$ cat src/rtl/cpu2_reset_seq_pkg.sv
// Shared definitions for the core-2 power-up/reset sequencer: state codes, hold default,
// readback address used by the AHB control slave, and the state-to-output decode.
package cpu2_reset_seq_pkg;

    typedef enum logic [2:0] {
        CPU2_OFF    = 3'd0,
        CPU2_CLK_ON = 3'd1,
        CPU2_RUN    = 3'd2,
        CPU2_SOFT   = 3'd3,
        CPU2_STOP   = 3'd4
    } cpu2_state_e;

    localparam int unsigned CPU2_RST_HOLD_DEF = 16;

    // Control slave maps {cpu2_rst_cnt, cpu2_state} here for software readback.
    localparam logic [31:0] CPU2_STAT_ADDR = 32'h5000_0008;

    typedef struct packed {
        logic clk_en;
        logic hresetn;
    } cpu2_ctl_t;

    function automatic cpu2_ctl_t cpu2_decode(input cpu2_state_e s);
        cpu2_ctl_t c;
        c.clk_en  = 1'b1;
        c.hresetn = 1'b0;
        case (s)
            CPU2_OFF: c.clk_en  = 1'b0;
            CPU2_RUN: c.hresetn = 1'b1;
            default:  c.hresetn = 1'b0;
        endcase
        return c;
    endfunction

endpackage

$ cat src/rtl/cpu2_reset_seq_hold_cnt.sv
// Loadable 8-bit hold down-counter; load wins over dec, dec stops at zero.
// zero_o reflects the registered count, so it is valid one cycle after a load.
module cpu2_hold_cnt
    import cpu2_reset_seq_pkg::*;
(
    input  logic       HCLK,
    input  logic       HRESETn,
    input  logic       load_i,
    input  logic [7:0] load_val_i,
    input  logic       dec_i,
    output logic       zero_o
);

    logic [7:0] cnt_q;
    logic [7:0] cnt_d;

    always_comb begin
        cnt_d = cnt_q;
        if (load_i) begin
            cnt_d = load_val_i;
        end else if (dec_i && (cnt_q != 8'd0)) begin
            cnt_d = cnt_q - 8'd1;
        end
    end

    always_ff @(posedge HCLK or negedge HRESETn) begin
        if (!HRESETn) begin
            cnt_q <= 8'd0;
        end else begin
            cnt_q <= cnt_d;
        end
    end

    assign zero_o = (cnt_q == 8'd0);

endmodule

$ cat src/rtl/cpu2_reset_seq.sv
// Turns the cpu2_en level into an ordered clock-enable / reset-release sequence for core 2,
// handles core-2 soft resets and counts them. Outputs are registered from the next state.
module cpu2_reset_seq
    import cpu2_reset_seq_pkg::*;
#(
    parameter int unsigned RST_HOLD   = CPU2_RST_HOLD_DEF,
    parameter bit          LOCKUP_RST = 1'b1,
    parameter int unsigned CNT_W      = 8
) (
    input  logic             HCLK,
    input  logic             HRESETn,
    input  logic             cpu2_en,
    input  logic             cpu2_sysresetreq,
    input  logic             cpu2_lockup,
    input  logic             rst_cnt_clr,
    output logic             cpu2_clk_en,
    output logic             cpu2_hresetn,
    output logic [2:0]       cpu2_state,
    output logic [CNT_W-1:0] cpu2_rst_cnt
);

    // The counter is loaded with HOLD-1 so the final zero cycle completes the hold.
    localparam logic [7:0]       HOLD_LD = 8'(RST_HOLD - 1);
    localparam logic [CNT_W-1:0] CNT_MAX = '1;
    localparam logic [CNT_W-1:0] CNT_ONE = CNT_W'(1);

    cpu2_state_e      state_q;
    cpu2_state_e      state_d;
    cpu2_ctl_t        ctl_q;
    cpu2_ctl_t        ctl_d;
    logic [CNT_W-1:0] rst_cnt_q;
    logic [CNT_W-1:0] rst_cnt_d;

    logic hold_load;
    logic hold_dec;
    logic hold_zero;
    logic evt_inc;
    logic soft_req;

    assign soft_req = cpu2_sysresetreq | (cpu2_lockup & LOCKUP_RST);

    cpu2_hold_cnt u_hold (
        .HCLK       (HCLK),
        .HRESETn    (HRESETn),
        .load_i     (hold_load),
        .load_val_i (HOLD_LD),
        .dec_i      (hold_dec),
        .zero_o     (hold_zero)
    );

    always_ff @(posedge HCLK or negedge HRESETn) begin
        if (!HRESETn) begin
            state_q <= CPU2_OFF;
            ctl_q   <= '0;
        end else begin
            state_q <= state_d;
            ctl_q   <= ctl_d;
        end
    end

    always_comb begin
        state_d   = state_q;
        hold_load = 1'b0;
        hold_dec  = 1'b0;
        evt_inc   = 1'b0;
        case (state_q)
            CPU2_OFF: begin
                if (cpu2_en) begin
                    state_d   = CPU2_CLK_ON;
                    hold_load = 1'b1;
                end
            end
            CPU2_CLK_ON: begin
                if (!cpu2_en) begin
                    state_d = CPU2_OFF;
                end else if (!hold_zero) begin
                    hold_dec = 1'b1;
                end else begin
                    state_d = CPU2_RUN;
                end
            end
            CPU2_RUN: begin
                // Power-down outranks a coincident soft-reset request.
                if (!cpu2_en) begin
                    state_d   = CPU2_STOP;
                    hold_load = 1'b1;
                end else if (soft_req) begin
                    state_d   = CPU2_SOFT;
                    hold_load = 1'b1;
                    evt_inc   = 1'b1;
                end
            end
            CPU2_SOFT: begin
                if (!hold_zero) begin
                    hold_dec = 1'b1;
                end else begin
                    state_d = cpu2_en ? CPU2_RUN : CPU2_OFF;
                end
            end
            CPU2_STOP: begin
                if (!hold_zero) begin
                    hold_dec = 1'b1;
                end else begin
                    state_d = CPU2_OFF;
                end
            end
            default: state_d = CPU2_OFF;
        endcase
    end

    always_comb begin
        ctl_d = cpu2_decode(state_d);
    end

    always_comb begin
        rst_cnt_d = rst_cnt_q;
        if (rst_cnt_clr) begin
            rst_cnt_d = evt_inc ? CNT_ONE : '0;
        end else if (evt_inc && (rst_cnt_q != CNT_MAX)) begin
            rst_cnt_d = rst_cnt_q + CNT_ONE;
        end
    end

    always_ff @(posedge HCLK or negedge HRESETn) begin
        if (!HRESETn) begin
            rst_cnt_q <= '0;
        end else begin
            rst_cnt_q <= rst_cnt_d;
        end
    end

    assign cpu2_clk_en  = ctl_q.clk_en;
    assign cpu2_hresetn = ctl_q.hresetn;
    assign cpu2_state   = state_q;
    assign cpu2_rst_cnt = rst_cnt_q;

endmodule

$ cat config.mk
export PLATFORM = sky130hd
export DESIGN_NAME = cpu2_reset_seq
export DESIGN_NICKNAME = d
export VERILOG_FILES = /design/src/rtl/cpu2_reset_seq_pkg.sv /design/src/rtl/cpu2_reset_seq_hold_cnt.sv /design/src/rtl/cpu2_reset_seq.sv
export SDC_FILE = /design/constraint.sdc
export NUM_CORES = 1
export LEC_CHECK = 0
export ABC_AREA = 1
export BUFFER_PORTS_ARGS = -buffer_cell sky130_fd_sc_hd__buf_2
export CAP_MARGIN = 20
export CORE_MARGIN = 3
export CORE_UTILIZATION = 43
export DETAILED_ROUTE_END_ITERATION = 7
export GPL_TIMING_DRIVEN = 0
export PLACE_DENSITY_LB_ADDON = 0.3
export SYNTH_ARGS = -nofsm -noshare
export SYNTH_HDL_FRONTEND = slang
export SYNTH_HIERARCHICAL = 1
export SYNTH_SLANG_ARGS = --single-unit
$ cat constraint.sdc
create_clock -name HCLK -period 3.45 [get_ports HCLK]
set_clock_uncertainty 0.05 [all_clocks]
set_input_delay 0 -clock HCLK [delete_from_list [all_inputs] [get_ports HCLK]]
set_output_delay 0 -clock HCLK [all_outputs]
set_load 0.03 [all_outputs]
# --- Word level (Yosys, flattened, before mapping) ---
# Cells that the tools add are included.
word_totals:
  reg_bits: 21
  wordCells: 48
  out_inout_bits: 13
op_classes:
  reduce_logical: 9
  n_bitwise: 1
  eq_ne: 6
  muxes: 25
  addsub: 2
op_table:
  columns: ["operator", "n"]
  rows:
  - ["8-bit 2-to-1 mux", 4]
  - ["3-bit 2-to-1 mux", 7]
  - ["3-bit one-hot mux with 5 select lines", 1]
  - ["1-bit 2-to-1 mux", 10]
  - ["3-bit by 2-bit equality test with 1-bit output (second input constant)", 3]
  - ["8-bit by 1-bit adder with 8-bit output (second input constant)", 1]
  - ["8-bit logical NOT", 1]
  - ["8-bit != test (second input constant)", 1]
  - ["8-bit nonzero test", 1]
  - ["8-bit by 1-bit subtractor with 8-bit output (second input constant)", 1]
  - ["3-bit logical NOT", 2]
  - ["1-bit one-hot mux with 2 select lines", 2]
  - ["2-bit nonzero test", 2]
  - ["3-bit by 1-bit equality test with 1-bit output (second input constant)", 1]
  - ["3-bit equality test (second input constant)", 1]
  - ["1-bit logical AND", 2]
  - ["2-bit 2-to-1 mux", 1]
  - ["2-bit OR reduction", 1]
  - ["1-bit bitwise OR", 1]

# --- Longest topological paths before layout ---
depth:
  depth_word: 7
  ltp_mapped: 12

# --- Cells and area by module ---
# The synthesis kept the hierarchy.
by_module_without_submodules:
  columns: ["module", "instances", "area_per_inst_um2", "seq_area_each_um2", "cells_each"]
  rows:
  - ["cpu2_reset_seq", 1, 829.5, 325.3, 129]
  - ["cpu2_hold_cnt", 1, 596.8, 200.2, 93]

# --- Worst setup path before layout ---
# Ideal clock, no wire load.
synth_timing:
  path_kind: "register to register"
  start: "register state_q[2], in the netlist cpu2_state[2]"
  end: "register u_hold.cnt_q[0]"
  t_arrival_ps: 1567
  setup_time_ps: 125
  period_less_slack_ps: 1743
  setup_slack_ps: 1707
  path_stages_with_launch: 8
  required_time_ps: 3275
  path_cell_list: "dfrtp_1 inv_2 nand3_2 o21ai_0 clkbuf_1 o21ai_0 nand2_1 o21ai_1"
synth_between:
  word_cells_on_any_way: 11
  classes_between: "4 x eq/ne; 3 x mux; 4 x reduce/logical"
synth_lines:
  columns: ["element", "line_no", "source"]
  rows:
  - ["from (decl)", "cpu2_reset_seq.sv:27", "cpu2_state_e state_q;"]
  - ["from (signal assigned)", "cpu2_reset_seq.sv:56", "state_q <= state_d;"]
  - ["3-bit by 2-bit equality test with 1-bit output / 3-bit logical NOT (equally long branches)", "cpu2_reset_seq.sv:66", "case (state_q)"]
  - ["1-bit one-hot mux with 2 select lines (*)", "cpu2_reset_seq.sv:66", null]
  - ["via hold_load", "cpu2_reset_seq.sv:34", "logic hold_load;"]
  - ["8-bit 2-to-1 mux / 2-bit nonzero test (equally long branches)", null, null]
  - ["to (signal assigned)", "cpu2_reset_seq_hold_cnt.sv:30", "cnt_q <= cnt_d;"]
  - ["to (decl)", "cpu2_reset_seq_hold_cnt.sv:14", "logic [7:0] cnt_q;"]
# The timed path passes the listed nets; every way through them passes the cells marked *.
# A chain may end at the register's enable or synchronous reset.

# --- Worst setup path after layout ---
layout_timing:
  start: "register u_hold.cnt_q[0]"
  end: "register u_hold.cnt_q[0]"
layout_between:
  elab_chain_cells: 6
  word_cells_on_any_way: 10
  classes_between: "1 x add/sub; 5 x mux; 4 x reduce/logical"
layout_lines:
  columns: ["element", "line_no", "source"]
  rows:
  - ["8-bit logical NOT (*)", "cpu2_reset_seq_hold_cnt.sv:34", "assign zero_o = (cnt_q == 8'd0);"]
  - ["via hold_zero", "cpu2_reset_seq.sv:36", "logic hold_zero;"]
  - ["1-bit 2-to-1 mux (*)", "cpu2_reset_seq.sv:76, cpu2_reset_seq.sv:94, cpu2_reset_seq.sv:101", null]
  - ["1-bit 2-to-1 mux", "cpu2_reset_seq.sv:74", "if (!cpu2_en) begin"]
  - ["1-bit one-hot mux with 2 select lines (*)", "cpu2_reset_seq.sv:66", null]
  - ["via hold_dec", "cpu2_reset_seq.sv:35", "logic hold_dec;"]
  - ["1-bit logical AND (*)", "cpu2_reset_seq_hold_cnt.sv:21", "end else if (dec_i && (cnt_q != 8'd0)) begin"]
  - ["2-bit nonzero test (no line) (*)", null, null]
# The timed path passes the listed nets; every way through them passes the cells marked *. The select of a mux whose other input is x is not followed.

==> impl_metrics.env <==
export IMPL_cp_slowest_stage_delay_ps=400
export IMPL_syn_area_mm2=0.001426
export IMPL_critical_path_depth=11
export IMPL_grt_pass1_vias=1210
export IMPL_final_cell_mix="nand2_1, nor2_1, inv_1"
export IMPL_cp_max_fo=8
export IMPL_synth_cell_type_count=22
export IMPL_die_w_um=63.60
export IMPL_drv_cap=0
export IMPL_period_needed_ps=1959
export IMPL_rsz0062_at_grt="false"
export IMPL_worstSetupStartpoint="u_hold/cnt_q[0]"
export IMPL_fin_crit_sh=0.5679
export IMPL_max_clock_freq_mhz=510.4
export IMPL_wl_per_cell_um=9.684
export IMPL_grt_pass1_wl_mm=5.188
export IMPL_rr_worst_depth=11
export IMPL_syn_avg_cell_area_um2=6.425
export IMPL_start_kind="flip-flop"
export IMPL_ios=19
export IMPL_ir_worst_vdd_v=0.0003255
export IMPL_timing_rr_start="u_hold/cnt_q[0]"
export IMPL_layout_commonest_cell="nand2_1"
export IMPL_worstReg2RegEnd="u_hold/cnt_q[0]"
export IMPL_ys_seq_elements=21
export IMPL_worst_path_buf_inv=2
export IMPL_p_total_w=0.001043
export IMPL_die_h_um=63.60
export IMPL_synthCells=222
export IMPL_status="completed"
export IMPL_cts_tree="yes"
export IMPL_cts_setup_buffers=0
export IMPL_hold_buffers=3
export IMPL_dr_pass1_iters=4
export IMPL_root_buffer="clkbuf_4"
export IMPL_antenna_cells=0
export IMPL_grt_remaining_overflow=0
export IMPL_via_count=1334
export IMPL_track_usage=0.1612
export IMPL_htree_num_levels=1
export IMPL_drtIter0Drc=117
export IMPL_clkTransAtPathRegs_ps=120
export IMPL_antenna_left=0
export IMPL_io_buffer_count=18
export IMPL_yosysSeqAreaShare=0.3684
export IMPL_placed_cell_area_mm2=0.001594
export IMPL_clockBufferDepth=2
export IMPL_cp_endpoint="u_hold/cnt_q[0]"
export IMPL_drive_gt1_frac=0.1383
export IMPL_crit_slowest_cell="dfrtp_1"
export IMPL_clkLatencyLatePin_ps=320
export IMPL_fin_setup_tns_ps=0
export IMPL_power_density_mw_per_mm2=631.7
export IMPL_final_area_mm2=0.001652
export IMPL_dieArea_mm2=0.004044
export IMPL_end_kind="flip-flop"
export IMPL_cts_resized=0
export IMPL_grt_max_degree=22
export IMPL_area_delta_synth_final_pct=15.79
export IMPL_final_net_count=263
export IMPL_dp_hpwl_mm=2.130
export IMPL_routed_wl_mm=2.876
export IMPL_drc=0
export IMPL_fillerInstances=331
export IMPL_dp_slack_ps=1517
export IMPL_core_area_mm2=0.003103
export IMPL_cp_top_family="simple AND/OR/NAND/NOR gates"
export IMPL_crit_type="flip-flop to flip-flop"
export IMPL_timing_final_ws_setup_ps=1491
export IMPL_core_rowCount=20
export IMPL_gp_congestion=0.8383
export IMPL_crit_arrival_ps=2120
export IMPL_cts_num_sinks=21
export IMPL_drv_slew=0
export IMPL_start_util=0.4597
export IMPL_cellLeakagePower_nw=0.9464
export IMPL_vias_per_cell=4.492
export IMPL_cts_buffers=3
export IMPL_hold_viol=0
export IMPL_hold_path_class="primary input to async pin"
export IMPL_crit_path_cell_trace="inv_1 -> ha_1 -> nand2_1 -> nor2_1 -> inv_1 -> nand3_1 -> nand3_1 -> o21ai_4 -> nand2_4 -> nand2_1 -> o21ai_1"
export IMPL_grt_antenna_before_repair=0
export IMPL_yosys_warnings=6
export IMPL_r2r_slack_ps=1490
export IMPL_worstPathRequired_ps=3620
export IMPL_setup_viol=0
registers in the layout, summed over array words and instances (netlist names):
| name | count |
|---|---|
| cpu2_rst_cnt | 8 |
| u_hold/cnt_q | 8 |
| cpu2_state | 3 |
| cpu2_clk_en | 1 |
| cpu2_hresetn | 1 |
report_power, final:
part	internal (W)	leakage [nW]	switching, W	total (W)
logic	0.000182	0.652	0.000358	0.000540
registers	0.000313	0.277	0.0000643	0.000377
clock network	0.0000434	0.0177	0.0000823	0.000126
total	0.000538	0.946	0.000505	0.00104
worst register-to-register path, stage by stage, from the launching register on:
cell and delay, ps:
dfrtp_1 400, inv_1 170, ha_1 190, nand2_1 100, nor2_1 200, inv_1 110
nand3_1 110, nand3_1 150, o21ai_4 130, nand2_4 120, nand2_1 80, o21ai_1 60
metal layers:
| metal | vias to the layer above | track usage | wire length (um) | part of all wire |
|---|---|---|---|---|
| met5 | - | 0 | 0 | 0 |
| met4 | 0 | 0.04852 | 35 | 0.012 |
| met3 | 4 | 0.03743 | 146 | 0.051 |
| met2 | 29 | 0.2595 | 1310 | 0.46 |
| met1 | 561 | 0.2140 | 1383 | 0.48 |
| li1 | 740 | - | - | - |
through the flow:
step,cells,hold slack (ps),utilization
final,297,116.4,0.5323
after global routing,297,165.0,0.5323
after CTS,297,119.3,0.5323
after floorplan,228,-345.6,-
after global placement,290,-55.79,0.5137
after detailed placement,290,-58.13,0.5137
layout make-up:
type | instances | area [um^2] | share of cell area
Buffer | 1 | 3.754 | 0.002273
Clock buffer | 3 | 22.52 | 0.01364
Clock inverter | 1 | 5.005 | 0.003030
Inverter | 33 | 125.1 | 0.07576
Multi-Input combinational cell | 173 | 794.5 | 0.4811
Sequential cell | 21 | 525.5 | 0.3182
Tap cell | 44 | 55.05 | 0.03333
Timing Repair Buffer | 21 | 120.1 | 0.07273
synthesized netlist by cell type (all sizes together):
cell type | number | share of area
clkinv | 1 | 0.0035
dfrtp | 21 | 0.37
conb | 2 | 0.0053
o21ai | 10 | 0.043
nand4 | 5 | 0.022
nand2 | 80 | 0.22
nand3 | 25 | 0.091
nor3 | 2 | 0.0070
nor2 | 38 | 0.11
inv | 32 | 0.084
clkbuf | 1 | 0.0026
ha | 3 | 0.026
xnor2 | 1 | 0.0061
nand3b | 1 | 0.0053
cells by family (layout without fill, tap and decap cells):
| kind of cell | after synthesis | in the layout | share of synthesized area |
|---|---|---|---|
| DFF | 21 | 21 | 0.3684 |
| adders and majority gates | 3 | 3 | 0.02632 |
| and+or+nand+nor | 151 | 151 | 0.4605 |
| AOI/OAI and AO/OA | 10 | 10 | 0.04298 |
| other | 2 | 8 | 0.005265 |
| buffers and inverters | 34 | 59 | 0.09035 |
| xor gates and xnor gates | 1 | 1 | 0.006141 |
worst min-delay path by stage:
stage,from,endpoint,slack [ps],cells past startpoint
floorplan,HRESETn,cpu2_clk_en,-350,0
global placement,HRESETn,cpu2_state[1],-60,1
detailed placement,HRESETn,cpu2_state[1],-60,1
CTS,HRESETn,u_hold/cnt_q[7],120,2
global route,HRESETn,cpu2_state[0],170,2
finish,HRESETn,cpu2_state[1],120,2
Power figures use the tool's default switching activity.
